==> src/rtl/vga_pkg.sv <==
// 1024x768@60 (65 MHz) raster constants shared by the timing source and its consumers.
package vga_pkg;

  localparam int CNT_W    = 11;
  localparam int RGB_W    = 12;

  localparam int H_ACTIVE = 1024;
  localparam int H_FP     = 24;
  localparam int H_SYNC   = 136;
  localparam int H_BP     = 160;
  localparam int H_TOTAL  = H_ACTIVE + H_FP + H_SYNC + H_BP;

  localparam int V_ACTIVE = 768;
  localparam int V_FP     = 3;
  localparam int V_SYNC   = 6;
  localparam int V_BP     = 29;
  localparam int V_TOTAL  = V_ACTIVE + V_FP + V_SYNC + V_BP;

  // Counter-width versions of the window bounds; sync ends are inclusive.
  localparam logic [CNT_W-1:0] H_MAX        = CNT_W'(H_TOTAL - 1);
  localparam logic [CNT_W-1:0] H_BLNK_START = CNT_W'(H_ACTIVE);
  localparam logic [CNT_W-1:0] H_SYNC_START = CNT_W'(H_ACTIVE + H_FP);
  localparam logic [CNT_W-1:0] H_SYNC_END   = CNT_W'(H_ACTIVE + H_FP + H_SYNC - 1);
  localparam logic [CNT_W-1:0] V_MAX        = CNT_W'(V_TOTAL - 1);
  localparam logic [CNT_W-1:0] V_BLNK_START = CNT_W'(V_ACTIVE);
  localparam logic [CNT_W-1:0] V_SYNC_START = CNT_W'(V_ACTIVE + V_FP);
  localparam logic [CNT_W-1:0] V_SYNC_END   = CNT_W'(V_ACTIVE + V_FP + V_SYNC - 1);

endpackage

==> src/rtl/vga_if.sv <==
// Pixel stream passed from the timing source through the draw/overlay stages.
interface vga_if;
  import vga_pkg::*;

  logic [CNT_W-1:0] hcount;
  logic [CNT_W-1:0] vcount;
  logic             hsync;
  logic             hblnk;
  logic             vsync;
  logic             vblnk;
  logic [RGB_W-1:0] rgb;

  modport out (output hcount, vcount, hsync, hblnk, vsync, vblnk, rgb);
  modport in  (input  hcount, vcount, hsync, hblnk, vsync, vblnk, rgb);
endinterface

==> src/rtl/vga_timing.sv <==
// Raster counter and sync/blank decoder; sources a blank (black) vga_if stream.
module vga_timing
  import vga_pkg::*;
#(
  parameter logic HSYNC_ACTIVE = 1'b1,
  parameter logic VSYNC_ACTIVE = 1'b1
) (
  input  logic        clk,
  input  logic        rst,
  input  logic        en,
  vga_if.out          vga_out,
  output logic        frame_start,
  output logic [15:0] frame_cnt
);

  logic [CNT_W-1:0] hcount_q, hcount_d;
  logic [CNT_W-1:0] vcount_q, vcount_d;
  logic             hsync_q, hsync_d;
  logic             hblnk_q, hblnk_d;
  logic             vsync_q, vsync_d;
  logic             vblnk_q, vblnk_d;
  logic [RGB_W-1:0] rgb_q;
  logic             frame_start_q, frame_start_d;
  logic [15:0]      frame_cnt_q, frame_cnt_d;
  logic             h_wrap, v_wrap;

  // Sync/blank are decoded from the next counter values so they land in the
  // same cycle as the position they describe.
  always_comb begin
    hcount_d      = hcount_q;
    vcount_d      = vcount_q;
    hsync_d       = hsync_q;
    hblnk_d       = hblnk_q;
    vsync_d       = vsync_q;
    vblnk_d       = vblnk_q;
    frame_start_d = 1'b0;
    frame_cnt_d   = frame_cnt_q;
    h_wrap        = (hcount_q == H_MAX);
    v_wrap        = (vcount_q == V_MAX);
    if (en) begin
      hcount_d = h_wrap ? '0 : hcount_q + 1'b1;
      if (h_wrap) begin
        vcount_d = v_wrap ? '0 : vcount_q + 1'b1;
      end
      hblnk_d = (hcount_d >= H_BLNK_START);
      vblnk_d = (vcount_d >= V_BLNK_START);
      hsync_d = ((hcount_d >= H_SYNC_START) && (hcount_d <= H_SYNC_END))
                ? HSYNC_ACTIVE : ~HSYNC_ACTIVE;
      vsync_d = ((vcount_d >= V_SYNC_START) && (vcount_d <= V_SYNC_END))
                ? VSYNC_ACTIVE : ~VSYNC_ACTIVE;
      if (h_wrap && v_wrap) begin
        frame_start_d = 1'b1;
        frame_cnt_d   = frame_cnt_q + 16'd1;
      end
    end
  end

  always_ff @(posedge clk) begin
    if (rst) begin
      hcount_q      <= '0;
      vcount_q      <= '0;
      hsync_q       <= ~HSYNC_ACTIVE;
      hblnk_q       <= 1'b0;
      vsync_q       <= ~VSYNC_ACTIVE;
      vblnk_q       <= 1'b0;
      rgb_q         <= '0;
      frame_start_q <= 1'b0;
      frame_cnt_q   <= '0;
    end else begin
      hcount_q      <= hcount_d;
      vcount_q      <= vcount_d;
      hsync_q       <= hsync_d;
      hblnk_q       <= hblnk_d;
      vsync_q       <= vsync_d;
      vblnk_q       <= vblnk_d;
      rgb_q         <= '0;
      frame_start_q <= frame_start_d;
      frame_cnt_q   <= frame_cnt_d;
    end
  end

  assign vga_out.hcount = hcount_q;
  assign vga_out.vcount = vcount_q;
  assign vga_out.hsync  = hsync_q;
  assign vga_out.hblnk  = hblnk_q;
  assign vga_out.vsync  = vsync_q;
  assign vga_out.vblnk  = vblnk_q;
  assign vga_out.rgb    = rgb_q;
  assign frame_start    = frame_start_q;
  assign frame_cnt      = frame_cnt_q;

endmodule

==> src/flat_wrapper.sv <==
// flat-port wrapper written by rule: the top's interface ports become plain ports
module vga_timing_flat import vga_pkg::*;
#(
  parameter logic HSYNC_ACTIVE = 1'b1,
  parameter logic VSYNC_ACTIVE = 1'b1
)
  (clk, rst, en, frame_start, frame_cnt, vga_out_hcount, vga_out_vcount, vga_out_hsync, vga_out_hblnk, vga_out_vsync, vga_out_vblnk, vga_out_rgb);
  vga_if vga_out_i ();
  input  logic clk;
  input  logic rst;
  input  logic en;
  output logic frame_start;
  output logic [15:0] frame_cnt;
  output wire logic [$bits(vga_out_i.hcount)-1:0] vga_out_hcount;
  output wire logic [$bits(vga_out_i.vcount)-1:0] vga_out_vcount;
  output wire logic [$bits(vga_out_i.hsync)-1:0] vga_out_hsync;
  output wire logic [$bits(vga_out_i.hblnk)-1:0] vga_out_hblnk;
  output wire logic [$bits(vga_out_i.vsync)-1:0] vga_out_vsync;
  output wire logic [$bits(vga_out_i.vblnk)-1:0] vga_out_vblnk;
  output wire logic [$bits(vga_out_i.rgb)-1:0] vga_out_rgb;
  assign vga_out_hcount = vga_out_i.hcount;
  assign vga_out_vcount = vga_out_i.vcount;
  assign vga_out_hsync = vga_out_i.hsync;
  assign vga_out_hblnk = vga_out_i.hblnk;
  assign vga_out_vsync = vga_out_i.vsync;
  assign vga_out_vblnk = vga_out_i.vblnk;
  assign vga_out_rgb = vga_out_i.rgb;
  vga_timing #(.HSYNC_ACTIVE(HSYNC_ACTIVE), .VSYNC_ACTIVE(VSYNC_ACTIVE)) u_core (.clk(clk), .rst(rst), .en(en), .vga_out(vga_out_i), .frame_start(frame_start), .frame_cnt(frame_cnt));
endmodule
==> config.mk <==
export PLATFORM = sky130hd
export DESIGN_NAME = vga_timing_flat
export DESIGN_NICKNAME = d
export VERILOG_FILES = /design/src/rtl/vga_pkg.sv /design/src/rtl/vga_if.sv /design/src/rtl/vga_timing.sv /design/src/flat_wrapper.sv
export SDC_FILE = /design/constraint.sdc
export NUM_CORES = 1
export LEC_CHECK = 0
export CAP_MARGIN = 20
export CORE_AREA = 2 2 69 71
export CTS_CLUSTER_SIZE = 30
export DETAILED_ROUTE_END_ITERATION = 10
export DIE_AREA = 0 0 71 73
export DONT_BUFFER_PORTS = 1
export GPL_TIMING_DRIVEN = 0
export HOLD_SLACK_MARGIN = 0.08
export PLACE_DENSITY = 0.77
export SYNTH_ARGS = -nofsm -noshare
export SYNTH_HDL_FRONTEND = slang
export SYNTH_SLANG_ARGS = --single-unit
==> constraint.sdc <==
create_clock -name clk -period 3.1 [get_ports clk]
set_clock_uncertainty 0.2 [all_clocks]
set_input_delay 0.62 -clock clk [delete_from_list [all_inputs] [get_ports clk]]
set_output_delay 0.62 -clock clk [all_outputs]
set_load 0.01 [all_outputs]
Word level (Yosys, flattened, before mapping)
Cells that the tools add are included.
{ "word_totals": {"reg_bits": 43, "latch_bits": 0, "ramBits": 0, "romBits": 0, "inputBits": 3, "out_inout_bits": 55, "word_cells": 32, "memories": 0} }
{ "classes": {"n_addsub": 3, "mul": 0, "n_div": 0, "magnitude_cmp": 6, "n_eq_ne": 2, "shifts": 0, "n_mux": 7, "bitwise": 1, "n_reduce_logical": 5} }
{ "ops": {"columns": ["operator", "n"], "rows": [
  ["two-way mux 11 bit", 4],
  ["adder 11 x 1 -> 11 bit, second input constant", 2],
  ["greater-or-equal comparator 11 x 10 -> 1 bit, second input constant", 2],
  ["greater-or-equal comparator 11 bit, second input constant", 2],
  ["adder 16 x 1 -> 16 bit, second input constant", 1],
  ["equality test 11 x 10 -> 1 bit, second input constant", 1],
  ["equality test 11 bit, second input constant", 1],
  ["less-or-equal comparator 11 x 10 -> 1 bit, second input constant", 1],
  ["less-or-equal comparator 11 bit, second input constant", 1],
  ["logical AND 1 bit", 3],
  ["two-way mux 1 bit", 3],
  ["AND reduction 2 bit", 1],
  ["OR reduction 2 bit", 1],
  ["inverter 1 bit", 1]
]} }

Depth between registers and ports, before layout
Gate-level depths: netlist of the first run.
{ "logic_depth": {"ltp_word": 7, "mapped_depth": 9, "depth_no_buf": 8} }

Least setup slack after synthesis of the first run
Ideal clock, no wire load.
{ "synth_path": {"kind": "register to register", "from": "register u_core.hcount_q[0] (netlist: u_core.vga_out.hcount[0])", "to": "register u_core.vcount_q[6] (netlist: u_core.vga_out.vcount[6])", "setup_time_ps": 124, "arrival_time_ps": 1987, "required_ps": 2776, "setup_slack_ps": 789, "stages_incl_launch_ff": 9, "path_buffers": 2, "period_less_slack_ps": 2311, "path_cell_list": "dfxtp_1 ha_1 clkbuf_1 nand3_1 or3_1 clkbuf_1 nor3_1 xnor2_1 nor2_1"} }
{ "synth_via": {"elab_chain_len": 3} }
{ "synth_lines": {"columns": ["element", "line_no", "source"], "rows": [
  ["from (decl)", "vga_timing.sv:16", "logic [CNT_W-1:0] hcount_q, hcount_d;"],
  ["from (signal assigned)", "vga_timing.sv:70", "hcount_q <= hcount_d;"],
  ["equality test 11 bit", "vga_timing.sv:38", "h_wrap = (hcount_q == H_MAX);"],
  ["two-way mux 11 bit", "vga_timing.sv:42", "if (h_wrap) begin"],
  ["two-way mux 11 bit", "vga_timing.sv:40", "if (en) begin"],
  ["to (signal assigned)", "vga_timing.sv:71", "vcount_q <= vcount_d;"],
  ["to (decl)", "vga_timing.sv:17", "logic [CNT_W-1:0] vcount_q, vcount_d;"]
]} }
Every way passes these cells. The select of a mux whose other input is x is not followed.
A chain may end at the register's enable or synchronous reset.

Worst setup path after layout of the first run
Ends and elaborated chain as after synthesis.

==> out/metrics.cfg, run 1 <==
[critical_path]
crit_chain = ha_1 > clkbuf_1 > nand3_1 > or3_1 > clkbuf_1 > nor3_1 > xnor2_1 > nor2_1
cp.required_ps = 3080
end_kind = flip-flop
critPathMaxFanout = 10
startpoint_type = flip-flop
r2r-start = u_core.vga_out.hcount[0]
cpLargestDelayFamily = simple AND/OR/NAND/NOR gates
path_class = flip-flop to flip-flop
worst-path-buf-inv = 2
rr_worst_depth = 8
cp.arrival_ps = 2760
cpMostUsedCell = clkbuf_1
max_stage_delay_ps = 550
cp_slowest_cell = dfxtp_1
r2r_setup_slack_ps = 330
reg2reg_to = u_core.vga_out.vcount[6]

[clock_network]
htreeDepth = 2
post_cts_buffers = 0
cts_resized = 0
holdBufCountCts = 0
cts_buffers = 5
clk-insertion-delay-late_ps = 300
ctsLongestPathBuffers = 2
cts_tree = built
path_clk_slew_ps = 90
cts.sinks = 43
root_buffer = clkbuf_8

[drt]
ant_nets = 0
num_vias = 2305
wl_per_cell_um = 14.42
routed_wirelength_mm = 5.766
drt_drc_violations_left = 0
initialDrtViolationCount = 129
viasPerCell = 5.763
drt-pass1-iter-count = 5

[sta]
setup_violations = 0
rsz0062_at_grt = no
hold_viol = 0
relSlewSlack_pct = 58.24
tightest_slew_ps = 621.7
finalCriticalPeriod_ps = 2775
drv_slew = 0
fmax_mhz = 360.4
tns_ps = 0
fin_crit_sh_pct = 89.51

[floorplanning]
die_h_um = 73
rows = 25
ioPinCount = 58
start_util_pct = 59.14
coreArea_mm2 = 0.004536
die_w_um = 71
die_area_mm2 = 0.005183

[global_route]
grt_max_degree = 14
overflow = 0
antenna_found_initial = 0
grt_pass1_wl_mm = 9.287
grt_pass1_vias = 2001
grt_usage_pct = 22.65

[logic_synthesis]
synth-seq-area-share_pct = 32.09
ys_async_sr_fraction_pct = 0
synth_top_area_share_pct = 32.09
synthCells = 327
ys_types = 59
synth.yosys.warnings = 0
syn_area_mm2 = 0.002683
synth.avg_cell_area_um2 = 8.204
synth-edff-count = 0
synth_area_leaders = dfxtp_1, nor2_1, xnor2_1
yosys_most_used_dff = dfxtp_1
synth_top_area_cell = dfxtp_1
synth.most_common_cell = nor2_1
yosys-top-cells-count = nor2_1, dfxtp_1, nand2_1
synth-seq-cells = 43

[power_and_ir_drop]
p_per_area_mw_per_mm2 = 341.7
leakagePower_nw = 1.034
ir_drop_v = 0.0002606

[run_status]
outcome = finished clean

[worst_hold_path]
min_to = u_core.vga_out.hsync
worst_hold_path.num_cells = 2
hold_class = flip-flop to flip-flop
min_from = u_core.vga_out.hsync

[placement]
gp_congestion = 0.8802
port_buffers = 0
place_hpwl_mm = 4.247

[final_layout]
area_growth_pct = 7.230
fin_nets = 353
diodes = 0
final_util_pct = 63.42
drive_gt1_share_pct = 13.58

[run]
maxCapViolCount = 0

[metrics by stage]
| step | hold WS, ps | cell area, um^2 | power (mW) | instances | setup WS, ps |
|---|---|---|---|---|---|
| 6_report | 301.8 | 2877 | 0.9829 | 400 | 325.1 |
| 3_3_place_gp | 290.0 | 2791 | 0.6372 | 392 | 443.0 |
| 3_5_place_dp | 295.1 | 2791 | 0.6378 | 392 | 395.9 |
| 2_1_floorplan | 269.7 | 2724 | 0.6249 | 338 | 788.8 |
| 4_1_cts | 307.3 | 2877 | 0.9906 | 400 | 365.3 |
| 5_1_grt | 338.2 | 2877 | 1.016 | 400 | 167.8 |
[where the power goes]
part / switching, mW / internal, mW / leakage (nW)
combinational: 0.0360 / 0.0236 / 0.646
clock: 0.200 / 0.158 / 0.0412
sequential: 0.00969 / 0.556 / 0.347
total: 0.246 / 0.737 / 1.03
[worst max-delay path by stage]
stage,startpoint,end,slack (ps),cells after the start
floorplan,u_core.vga_out.hcount[0],u_core.vga_out.vcount[6],790,8
global placement,u_core.vga_out.hcount[0],u_core.vga_out.vcount[6],440,8
detailed placement,u_core.vga_out.hcount[0],u_core.vga_out.vcount[6],400,8
CTS,u_core.vga_out.hcount[0],u_core.vga_out.vcount[6],370,8
global route,u_core.vga_out.hcount[0],u_core.vga_out.vcount[6],170,8
finish,u_core.vga_out.hcount[0],u_core.vga_out.vcount[6],330,8
[cell usage in the layout (no fill, tap or decap), types with 6 or more instances in the layout]
cell,netlist,routed
xnor2_1,16,16
inv_1,6,6
clkbuf_1,11,12
nand2_1,28,28
conb_1,1,12
a21oi_1,22,22
or3_1,6,6
nand4_1,12,12
nor2_1,49,49
nand3_1,8,8
xor2_1,8,8
buf_4,12,12
o21ai_0,9,9
dfxtp_1,43,43
mux2i_1,6,6
nor3_1,12,12
[per-layer routing]
layer  part of all wire (%)  routed length (um)  GRT usage (%)  up-vias
li1                       -                   -              -     1165
met1                     46                2624          30.44     1059
met2                     45                2573          34.06       70
met3                    8.0                 462          6.630       11
met4                    1.8                 106          9.434        0
met5                      0                   0              0        -
[final cells by class]
class / count / area, um^2
fillers: 410 / 1659
inverters: 6 / 22.52
clock buffers: 6 / 72.57
multi-input cells: 256 / 1615
flip-flops and latches: 43 / 860.8
clock inverters: 2 / 12.51
plain buffers: 33 / 225.2
well taps: 54 / 67.56
[tightest hold or removal path: stages (launching register included)]
cell     delay [ps]
dfxtp_1         350
nand2_1          60
o31ai_1          50
[kinds of logic (layout without fill, tap and decap cells)]
kind of cell | count (synthesis) | count (layout) | synth area share, %
adder cells (fa/ha/maj) | 5 | 5 | 2.332
other | 1 | 12 | 0.1398
flip-flops | 43 | 43 | 32.09
AO/OA/AOI/OAI | 52 | 52 | 11.94
XOR/XNOR | 24 | 24 | 7.836
AND/OR/NAND/NOR | 156 | 156 | 33.77
buffers and inverters | 39 | 47 | 9.235
multiplexers | 7 | 7 | 2.659
[state kept, by name (all words and copies together) (netlist names)]
signal / flops
u_core.vga_out.vsync: 1
u_core.vga_out.hsync: 1
u_core.frame_cnt: 16
u_core.vga_out.hblnk: 1
u_core.frame_start: 1
u_core.vga_out.vblnk: 1
u_core.vga_out.hcount: 11
u_core.vga_out.vcount: 11
No activity file was read; power rests on OpenSTA's default activity.
==> run 2, diff against run 1 <==
CORE_AREA = 2 2 71 73   (was 2 2 69 71)
DIE_AREA = 0 0 73 75   (was 0 0 71 73)
PLACE_DENSITY = 0.74   (was 0.77)
clock period = 3.4 ns   (was 3.1 ns; I/O delays follow)
==> run 2 against run 1 <==
Compared with the run above: utilization is 1.0 points lower; via count shrank 1.3%; register-to-register slack better by 390 ps; fmax rose by 3.3%; sequential share of layout area down 0.33 points; die area increased by 5.6%; count of clock-buffer cells in the layout is the same; largest cell class unchanged; largest power group unchanged; critical path type unchanged; flip-flop and latch count stayed put.
==> out/metrics.cfg, run 2 (synthesis results as in run 1) <==
[run_status]
outcome = finished clean  ; unchanged

[power_and_ir_drop]
comb_power_share_pct = 5.6  ; was 6.1%
power.switching_mw = 0.2161  ; was 0.2459 mW
ir_drop_v = 0.0002700  ; was 0.0002606 V
internal_power_mw = 0.7662  ; was 0.7370 mW
power_frac_seq_pct = 52.5  ; was 57.5%
swShare_pct = 22.00  ; was 25.01%
leakagePower_nw = 1.054  ; was 1.034 nW
pwr-share-clk_pct = 41.9  ; was 36.4%
p_per_area_mw_per_mm2 = 337.7  ; was 341.7 mW/mm^2

[floorplanning]
ioPinCount = 58  ; unchanged
die_h_um = 75  ; was 73 um
die_w_um = 73  ; was 71 um
start_util_pct = 57.56  ; was 59.14%
coreArea_mm2 = 0.004661  ; was 0.004536 mm^2
die_area_mm2 = 0.005475  ; was 0.005183 mm^2
rows = 25  ; unchanged

[clock_network]
cts.sinks = 43  ; unchanged
cts_buffers = 5  ; unchanged
post_cts_buffers = 0  ; unchanged
ctsLongestPathBuffers = 2  ; unchanged
root_buffer = clkbuf_8  ; unchanged
holdBufCountCts = 0  ; unchanged
htreeDepth = 2  ; unchanged
cts_resized = 0  ; unchanged
cts_tree = built  ; unchanged
path_clk_slew_ps = 80  ; was 90 ps
clk-insertion-delay-late_ps = 290  ; was 300 ps

[critical_path]
cp.required_ps = 3370  ; was 3080 ps
critPathMaxFanout = 10  ; unchanged
cp_slowest_cell = dfxtp_1  ; unchanged
cpLargestDelayFamily = simple AND/OR/NAND/NOR gates  ; unchanged
cpMostUsedCell = clkbuf_1  ; unchanged
worst-path-buf-inv = 2  ; unchanged
end_kind = flip-flop  ; unchanged
startpoint_type = flip-flop  ; unchanged
path_class = flip-flop to flip-flop  ; unchanged
max_stage_delay_ps = 530  ; was 550 ps
crit_chain = ha_1 > clkbuf_1 > nand3_1 > or3_1 > clkbuf_1 > nor3_1 > xnor2_1 > nor2_1  ; unchanged
setup.worst_path.start = u_core.vga_out.hcount[0]  ; unchanged
r2r_setup_slack_ps = 710  ; was 330 ps
cp.arrival_ps = 2660  ; was 2760 ps
r2r-start = u_core.vga_out.hcount[0]  ; unchanged

[final_layout]
layout_common_cells = nor2_1, dfxtp_1, nand2_1  ; unchanged
final_common_cell = nor2_1  ; unchanged
drive_gt1_share_pct = 13.87  ; was 13.58%
largest_reg_flops = 16  ; unchanged
layout.cells.non_filler = 400  ; unchanged
diodes = 0  ; unchanged
area_growth_pct = 8.442  ; was 7.230%
final_util_pct = 62.42  ; was 63.42%
fin_nets = 353  ; unchanged

[drt]
met2_length_mm = 2.691  ; was 2.573 mm
drt_drc_violations_left = 0  ; unchanged
routed_wirelength_mm = 5.829  ; was 5.766 mm
wl_met3_um = 426  ; was 462 um
drt-pass1-iter-count = 4  ; was 5
ant_nets = 0  ; unchanged
num_vias = 2276  ; was 2305
viasPerCell = 5.690  ; was 5.763
highest_layer = met4  ; unchanged
wl_per_cell_um = 14.57  ; was 14.42 um
initialDrtViolationCount = 132  ; was 129
wirelength_met1_mm = 2.681  ; was 2.624 mm

[global_route]
antenna_found_initial = 0  ; unchanged
grt_max_degree = 14  ; unchanged
grt_pass1_vias = 2072  ; was 2001
grt_pass1_wl_mm = 9.666  ; was 9.287 mm
overflow = 0  ; unchanged
grt_usage_pct = 22.35  ; was 22.65%

[sta]
tns_ps = 0  ; unchanged
hold_viol = 0  ; unchanged
fmax_mhz = 372.2  ; was 360.4 MHz
drv_slew = 0  ; unchanged
relSlewSlack_pct = 58.06  ; was 58.24%
rsz0062_at_grt = no  ; unchanged
tightest_slew_ps = 624.3  ; was 621.7 ps
fin_crit_sh_pct = 79.03  ; was 89.51%
finalCriticalPeriod_ps = 2687  ; was 2775 ps
setup_violations = 0  ; unchanged
setup_slack_ps = 713.0  ; was 325.1 ps

[worst_hold_path]
hold_class = flip-flop to flip-flop  ; unchanged
min_from = u_core.vga_out.hsync  ; unchanged

[placement]
place_worst_setup_slack_ps = 738.3  ; was 395.9 ps
place_inst = 392  ; unchanged
gp_congestion = 0.8468  ; was 0.8802
port_buffers = 0  ; unchanged
place_hpwl_mm = 4.242  ; was 4.247 mm

[run]
maxCapViolCount = 0  ; unchanged

-- run 2: cell count changes in the layout (fill, tap and decap cells not counted), sizes merged --
cell      change
bufinv        +1
clkinvlp      -1
-- run 2: cell type report --
cell class / count / area [um^2]
clock buffer: 6 / 82.58
fill: 411 / 1752
inverter: 6 / 22.52
clock inverter: 2 / 35.03
sequential: 43 / 860.8
buffer: 33 / 225.2
tap: 54 / 67.56
multi-input combinational: 256 / 1615
-- run 2: worst min-delay path, stage by stage (launching register included) --
cell	delay [ps]
dfxtp_1	350
nand2_1	60
o31ai_1	60
-- run 2: per-stage QoR --
step | hold slack (ps) | instance area, um^2 | power, mW
after floorplan | 269.7 | 2724 | 0.5697
after global placement | 287.9 | 2791 | 0.5805
after detailed placement | 300.4 | 2791 | 0.5817
after CTS | 312.1 | 2909 | 0.9901
after global routing | 336.7 | 2909 | 1.019
final | 306.9 | 2909 | 0.9823
-- run 2: worst paths after layout --
check / to / cells past startpoint
worst max-delay path: u_core.vga_out.vcount[6] / 8
worst min-delay path: u_core.vga_out.hsync / 2
worst max register to register: u_core.vga_out.vcount[6] / 8
worst min register to register: u_core.vga_out.hsync / 2
-- run 2: per-layer routing --
metal	vias to the layer above	track usage (%)
li1	1166	-
met1	1031	30.53
met2	75	35.34
met3	4	6.024
met4	0	5.350
met5	-	0
-- run 2: power by group through the flow --
| stage | Sequential (mW) | Combinational, mW | Clock (mW) |
|---|---|---|---|
| after floorplan | 0.525 | 0.0444 | 0 |
| after global placement | 0.527 | 0.0536 | 0 |
| after detailed placement | 0.527 | 0.0546 | 0 |
| after CTS | 0.515 | 0.0548 | 0.420 |
| after global routing | 0.517 | 0.0623 | 0.441 |
| final | 0.515 | 0.0553 | 0.412 |
